$ cat config.mk
export PLATFORM = sky130hd
export DESIGN_NAME = move_scheduler
export DESIGN_NICKNAME = d
export VERILOG_FILES = /design/src/rtl/move_scheduler.sv
export SDC_FILE = /design/constraint.sdc
export NUM_CORES = 1
export LEC_CHECK = 0
export CELL_PAD_IN_SITES_DETAIL_PLACEMENT = 2
export CELL_PAD_IN_SITES_GLOBAL_PLACEMENT = 2
export CORE_ASPECT_RATIO = 0.7
export CORE_MARGIN = 2
export CORE_UTILIZATION = 32
export DETAILED_ROUTE_END_ITERATION = 10
export PLACE_DENSITY_LB_ADDON = 0.1
export SLEW_MARGIN = 30
export SYNTH_ARGS = -nofsm -noshare
export SYNTH_HDL_FRONTEND = slang
export SYNTH_SLANG_ARGS = --single-unit
$ cat constraint.sdc
create_clock -name clk -period 2.6 [get_ports clk]
set_input_delay 0.52 -clock clk [delete_from_list [all_inputs] [get_ports clk]]
set_output_delay 0.52 -clock clk [all_outputs]
set_load 0.02 [all_outputs]
$ cat src/rtl/move_scheduler.sv
// -----------------------------------------------------------------------------
// move_scheduler
//
// Turns four debounced direction-key levels into single move commands for the
// maze position datapath. Each move is offered on a valid/ready handshake.
// Simultaneous new presses are resolved by fixed priority
// (up > down > left > right). A held key produces timed auto-repeat moves.
//
// Ports:
//   clk          system clock, rising edge
//   nrst         asynchronous active-low reset
//   key_up       debounced level, 1 = pressed
//   key_down     debounced level, 1 = pressed
//   key_left     debounced level, 1 = pressed
//   key_right    debounced level, 1 = pressed
//   enable       game running; new moves start only while high
//   repeat_en    enables auto-repeat while a key is held
//   move_ready   datapath accepts the pending move this cycle
//   move_valid   a move command is pending
//   move_dir     00 up, 01 down, 10 left, 11 right
// -----------------------------------------------------------------------------
module move_scheduler #(
  parameter int REPEAT_DELAY = 25000,
  parameter int REPEAT_RATE  = 10000,
  parameter int CNT_W        = 16
) (
  input  logic       clk,
  input  logic       nrst,
  input  logic       key_up,
  input  logic       key_down,
  input  logic       key_left,
  input  logic       key_right,
  input  logic       enable,
  input  logic       repeat_en,
  input  logic       move_ready,
  output logic       move_valid,
  output logic [1:0] move_dir
);

  typedef enum logic [1:0] {
    IDLE  = 2'd0,
    ISSUE = 2'd1,
    HOLD  = 2'd2
  } state_t;

  // The counter counts down to zero, so it is loaded with delay-1.
  localparam logic [CNT_W-1:0] DELAY_LOAD = CNT_W'(REPEAT_DELAY - 1);
  localparam logic [CNT_W-1:0] RATE_LOAD  = CNT_W'(REPEAT_RATE - 1);

  state_t           state_q, state_d;
  logic [1:0]       dir_q,   dir_d;
  logic [CNT_W-1:0] cnt_q,   cnt_d;
  logic             first_q, first_d;
  logic [3:0]       hist_q,  hist_d;

  // Bit index equals the direction code, so priority is lowest index first.
  logic [3:0] keys;
  logic [3:0] new_press;
  logic [3:0] other_press;
  logic       key_held;

  assign keys        = {key_right, key_left, key_down, key_up};
  assign new_press   = keys & ~hist_q;
  assign other_press = new_press & ~(4'b0001 << dir_q);
  assign key_held    = keys[dir_q];

  function automatic logic [1:0] pick_dir(input logic [3:0] presses);
    if (presses[0])      return 2'd0;
    else if (presses[1]) return 2'd1;
    else if (presses[2]) return 2'd2;
    else                 return 2'd3;
  endfunction

  // State register.
  // NOTE: sequential state uses non-blocking assignments only, so every flop
  // samples the values from before the edge regardless of statement order.
  always_ff @(posedge clk or negedge nrst) begin
    if (!nrst) begin
      state_q <= IDLE;
      dir_q   <= 2'd0;
      cnt_q   <= '0;
      first_q <= 1'b1;
      // Keys already held at reset must be released before they can move.
      hist_q  <= 4'b1111;
    end else begin
      state_q <= state_d;
      dir_q   <= dir_d;
      cnt_q   <= cnt_d;
      first_q <= first_d;
      hist_q  <= hist_d;
    end
  end

  // Next-state logic.
  // NOTE: every signal written here is given a default first; a path that
  // leaves one unassigned would infer a latch.
  always_comb begin
    state_d = state_q;
    dir_d   = dir_q;
    cnt_d   = cnt_q;
    first_d = first_q;
    hist_d  = keys;

    unique case (state_q)
      IDLE: begin
        if (enable && (|new_press)) begin
          dir_d   = pick_dir(new_press);
          first_d = 1'b1;
          state_d = ISSUE;
        end
      end

      // The command is never withdrawn; presses arriving here are dropped.
      ISSUE: begin
        if (move_ready) begin
          cnt_d   = first_q ? DELAY_LOAD : RATE_LOAD;
          first_d = 1'b0;
          state_d = HOLD;
        end
      end

      HOLD: begin
        if (!enable || !key_held) begin
          state_d = IDLE;
        end else if (|other_press) begin
          // Preemptive switch to a freshly pressed different key.
          dir_d   = pick_dir(other_press);
          first_d = 1'b1;
          state_d = ISSUE;
        end else if (repeat_en) begin
          if (cnt_q == '0) begin
            first_d = 1'b0;
            state_d = ISSUE;
          end else begin
            cnt_d = cnt_q - 1'b1;
          end
        end
      end

      default: state_d = IDLE;
    endcase
  end

  // Output logic.
  always_comb begin
    move_valid = (state_q == ISSUE);
    move_dir   = dir_q;
  end

endmodule

==> flow_metrics.tcl <==
set metrics [dict create \
    maximum_net_fanout_on_the_critical_path 4 \
    post-route-cell-area_mm2 0.00205 \
    timing.final.max_slew_violations 0 \
    syn_inst 171 \
    grt_first_pass_wirelength_um 9140 \
    final_common_cell "buf_4" \
    number_of_cts_inserted_buffers 3 \
    period_minus_slack_ps 2470 \
    crit_path_cell_trace "inv_1 > ha_1 > nor4b_2 > buf_4 > nand3_1 > or3_1 > a31oi_4 > buf_4 > nor3_1 > a221o_1" \
    ios 12 \
    drt_first_iter_violations 116 \
    std_cell_rows 21 \
    grt_usage_pct 22.8 \
    antennaDiodeCount 0 \
    r2r_end "cnt_q[7]" \
    post-cts-setup-buffer-count 0 \
    finalCoreUtilization_pct 43.5 \
    timing.critical_path.to_type "register" \
    maxCapViolations 0 \
    totalNegativeSetupSlack_ps 0 \
    setup_viol_count_final 0 \
    antenna_found_initial 0 \
    first_global_vias 1651 \
    worst_r2r_path_depth 10 \
    timing.setup.critical_path_class "register to register" \
    port_buffers 11 \
    initial_utilization_pct 32.7 \
    rel_slew_slack_pct 51.3 \
    die_w_um 86.9 \
    fp.dieArea_mm2 0.00539 \
    synth.yosys.warnings 0 \
    ys_ff_latch 25 \
    timing.critical_path.slowest_cell_delay_ps 440 \
    final_hold_slack_ps 516 \
    grt_start_max_net_pins 26 \
    synth_area_leader_cell "dfrtp_1" \
    tritoncts "done" \
    synth-edff-count 0 \
    grt.overflow.total 0 \
    clk_transition_reported_paths_ps 100 \
    powerDensity_mw_per_mm2 828 \
    outcome "completed" \
    worstPathArrival_ps 2650 \
    worstHoldEndpoint "first_q" \
    detail_route.wirelength_um 5560 \
    finalWeightedCongestion 0.828 \
    synth-seq-area-share_pct 41.1 \
    yosys_cell_types 46 \
    reg2reg_setup_slack_ps 130 \
    layout.nets 228 \
    worstHoldStart "first_q" \
    cell_area_after_synthesis_mm2 0.00154 \
    worst_clock_skew_ps 10.3 \
    postPlaceCellArea_mm2 0.00196 \
    wl_per_cell_um 20.3 \
    vias_per_cell 5.60 \
    startpoint_type "register" \
    cts_root_buf "clkbuf_8" \
    asyncSetResetFlopFracSynth_pct 100 \
    power_leakage_nw 0.882 \
    fmax_ghz 0.404 \
    floorplan.die.height_um 62.0 \
    timing_worst_slew_pin_value_ps 729 \
    vias 1534 \
    worst_ep_required_time_ps 2780 \
    worst_r2r_startpoint "cnt_q[1]" \
    synth_nets 181 \
    syn2layout_area_growth_pct 33.0 \
    drtAntennaViolNets 0 \
    hold_path_class "register to register" \
    most-common-layout-cells "38 x buf_4, 19 x dfrtp_1, 14 x nand2_1, 12 x nor2_1, 12 x o21ai_0" \
    synth-main-ff-cell "dfrtp_1" \
    place_worst_setup_slack_ps -477 \
    worst_path_max_delay_cell "or3_1" \
    htree_num_levels 1 \
    ir_worst_vdd_v 0.000341 \
    synth.area.top_cells "dfrtp_1 33%, dfstp_2 8.5%, o21ai_0 3.9%" \
    final_critical_path_setup_slack_ps 126 \
    synth.top_cell.area_share_pct 32.5 \
    layout_cells_sized_above_1_pct 28.6 \
    final.period_utilization_pct 95.2 \
    clock_sinks 25 \
    mean_instance_size_in_the_synthesized_netlist_um2 9.00 \
    floorplan.core_area_mm2 0.00470 \
    insertion_delay_ps 290 \
    final_hold_viol_count 0 \
    clock_path_buffers 2 \
    critical_path.most_common_cell "buf_4" \
    detailedRoute.firstPassIterationCount 4 \
    grt_setup_unrepaired "no" \
    dp.final_hpwl_um 4300 \
    post_detailed_route_drc_marker_count 0 \
    timing.hold.worst_path_depth 1 \
]
state kept, by name (all words and copies together) (netlist names):
signal	count
move_dir	2
cnt_q	16
state_q	2
first_q	1
hist_q	4
power by group:
part | leakage [nW] | switching (mW) | total, mW | internal, mW
Combinational | 0.570 | 0.475 | 0.870 | 0.395
Sequential | 0.287 | 0.0936 | 0.577 | 0.483
Clock | 0.0255 | 0.140 | 0.248 | 0.108
Total | 0.882 | 0.709 | 1.70 | 0.986
cells by family (layout without fill, tap and decap cells):
logic type | after synthesis | in the layout | synth area share [%]
adder cells (fa/ha/maj) | 1 | 1 | 0.813
flip-flops | 25 | 25 | 41.1
buffers and inverters | 16 | 62 | 5.04
multiplexers | 5 | 5 | 4.23
AND/OR/NAND/NOR | 76 | 76 | 27.2
AO/OA/AOI/OAI | 48 | 48 | 21.7
repair_timing:
action / CTS / global route
setup endpoints to repair: 13 / 4
pin swaps: 1 / 0
hold buffers: 0 / 0
resized for setup: 11 / 1
cloned: 0 / 0
metrics by stage:
step	instances	total power, mW
finish	274	1.70
global route	274	1.83
CTS	274	1.71
detailed placement	270	1.43
global placement	270	1.38
floorplan	171	1.05
cells in the mapped netlist (all sizes together), types with 2 or more instances:
cell / number
o21a: 3
or3: 6
o31ai: 4
a22oi: 3
inv: 9
and2: 2
mux2i: 2
mux2: 2
clkbuf: 3
nand2b: 6
buf: 4
a31oi: 3
nor2: 12
a21oi: 8
or4: 6
nor2b: 5
a221o: 2
nand3: 6
nand2: 14
o21ai: 12
nand3b: 2
o211ai: 3
and3: 4
nor4: 4
dfrtp: 20
nor3: 7
dfstp: 5
area by class of cell:
type	count	area (um2)
fill	540	2660
timing repair buffer	49	390
clock inverter	1	5.00
multi-input combinational	130	872
sequential	25	633
inverter	9	33.8
tap	57	71.3
clock buffer	3	41.3
worst max path at each step:
stage,slack (ps),end,startpoint,cells past startpoint
2_1_floorplan,10,cnt_q[8],move_dir[0],9
3_3_place_gp,-340,cnt_q[4],key_down,8
3_5_place_dp,-480,cnt_q[11],key_up,7
4_1_cts,20,cnt_q[7],cnt_q[1],10
5_1_grt,5,cnt_q[7],cnt_q[0],10
6_report,130,cnt_q[7],cnt_q[1],10
routing by layer:
| layer | track usage (%) | vias to the layer above | part of all wire, % |
|---|---|---|---|
| met2 | 39.5 | 21 | 48 |
| met1 | 31.4 | 782 | 49 |
| met3 | 3.70 | 2 | 2.6 |
| li1 | - | 729 | - |
| met5 | 0 | - | 0 |
| met4 | 2.90 | 0 | 0.47 |
critical path, delay by kind of cell, from the launching register on:
family | cells | cell delay, ps
compound gates | 2 | 540
fa+ha+maj | 1 | 200
simple gates | 4 | 830
flops | 1 | 390
buf+inv | 3 | 420
(Power assumes the default switching activity.)
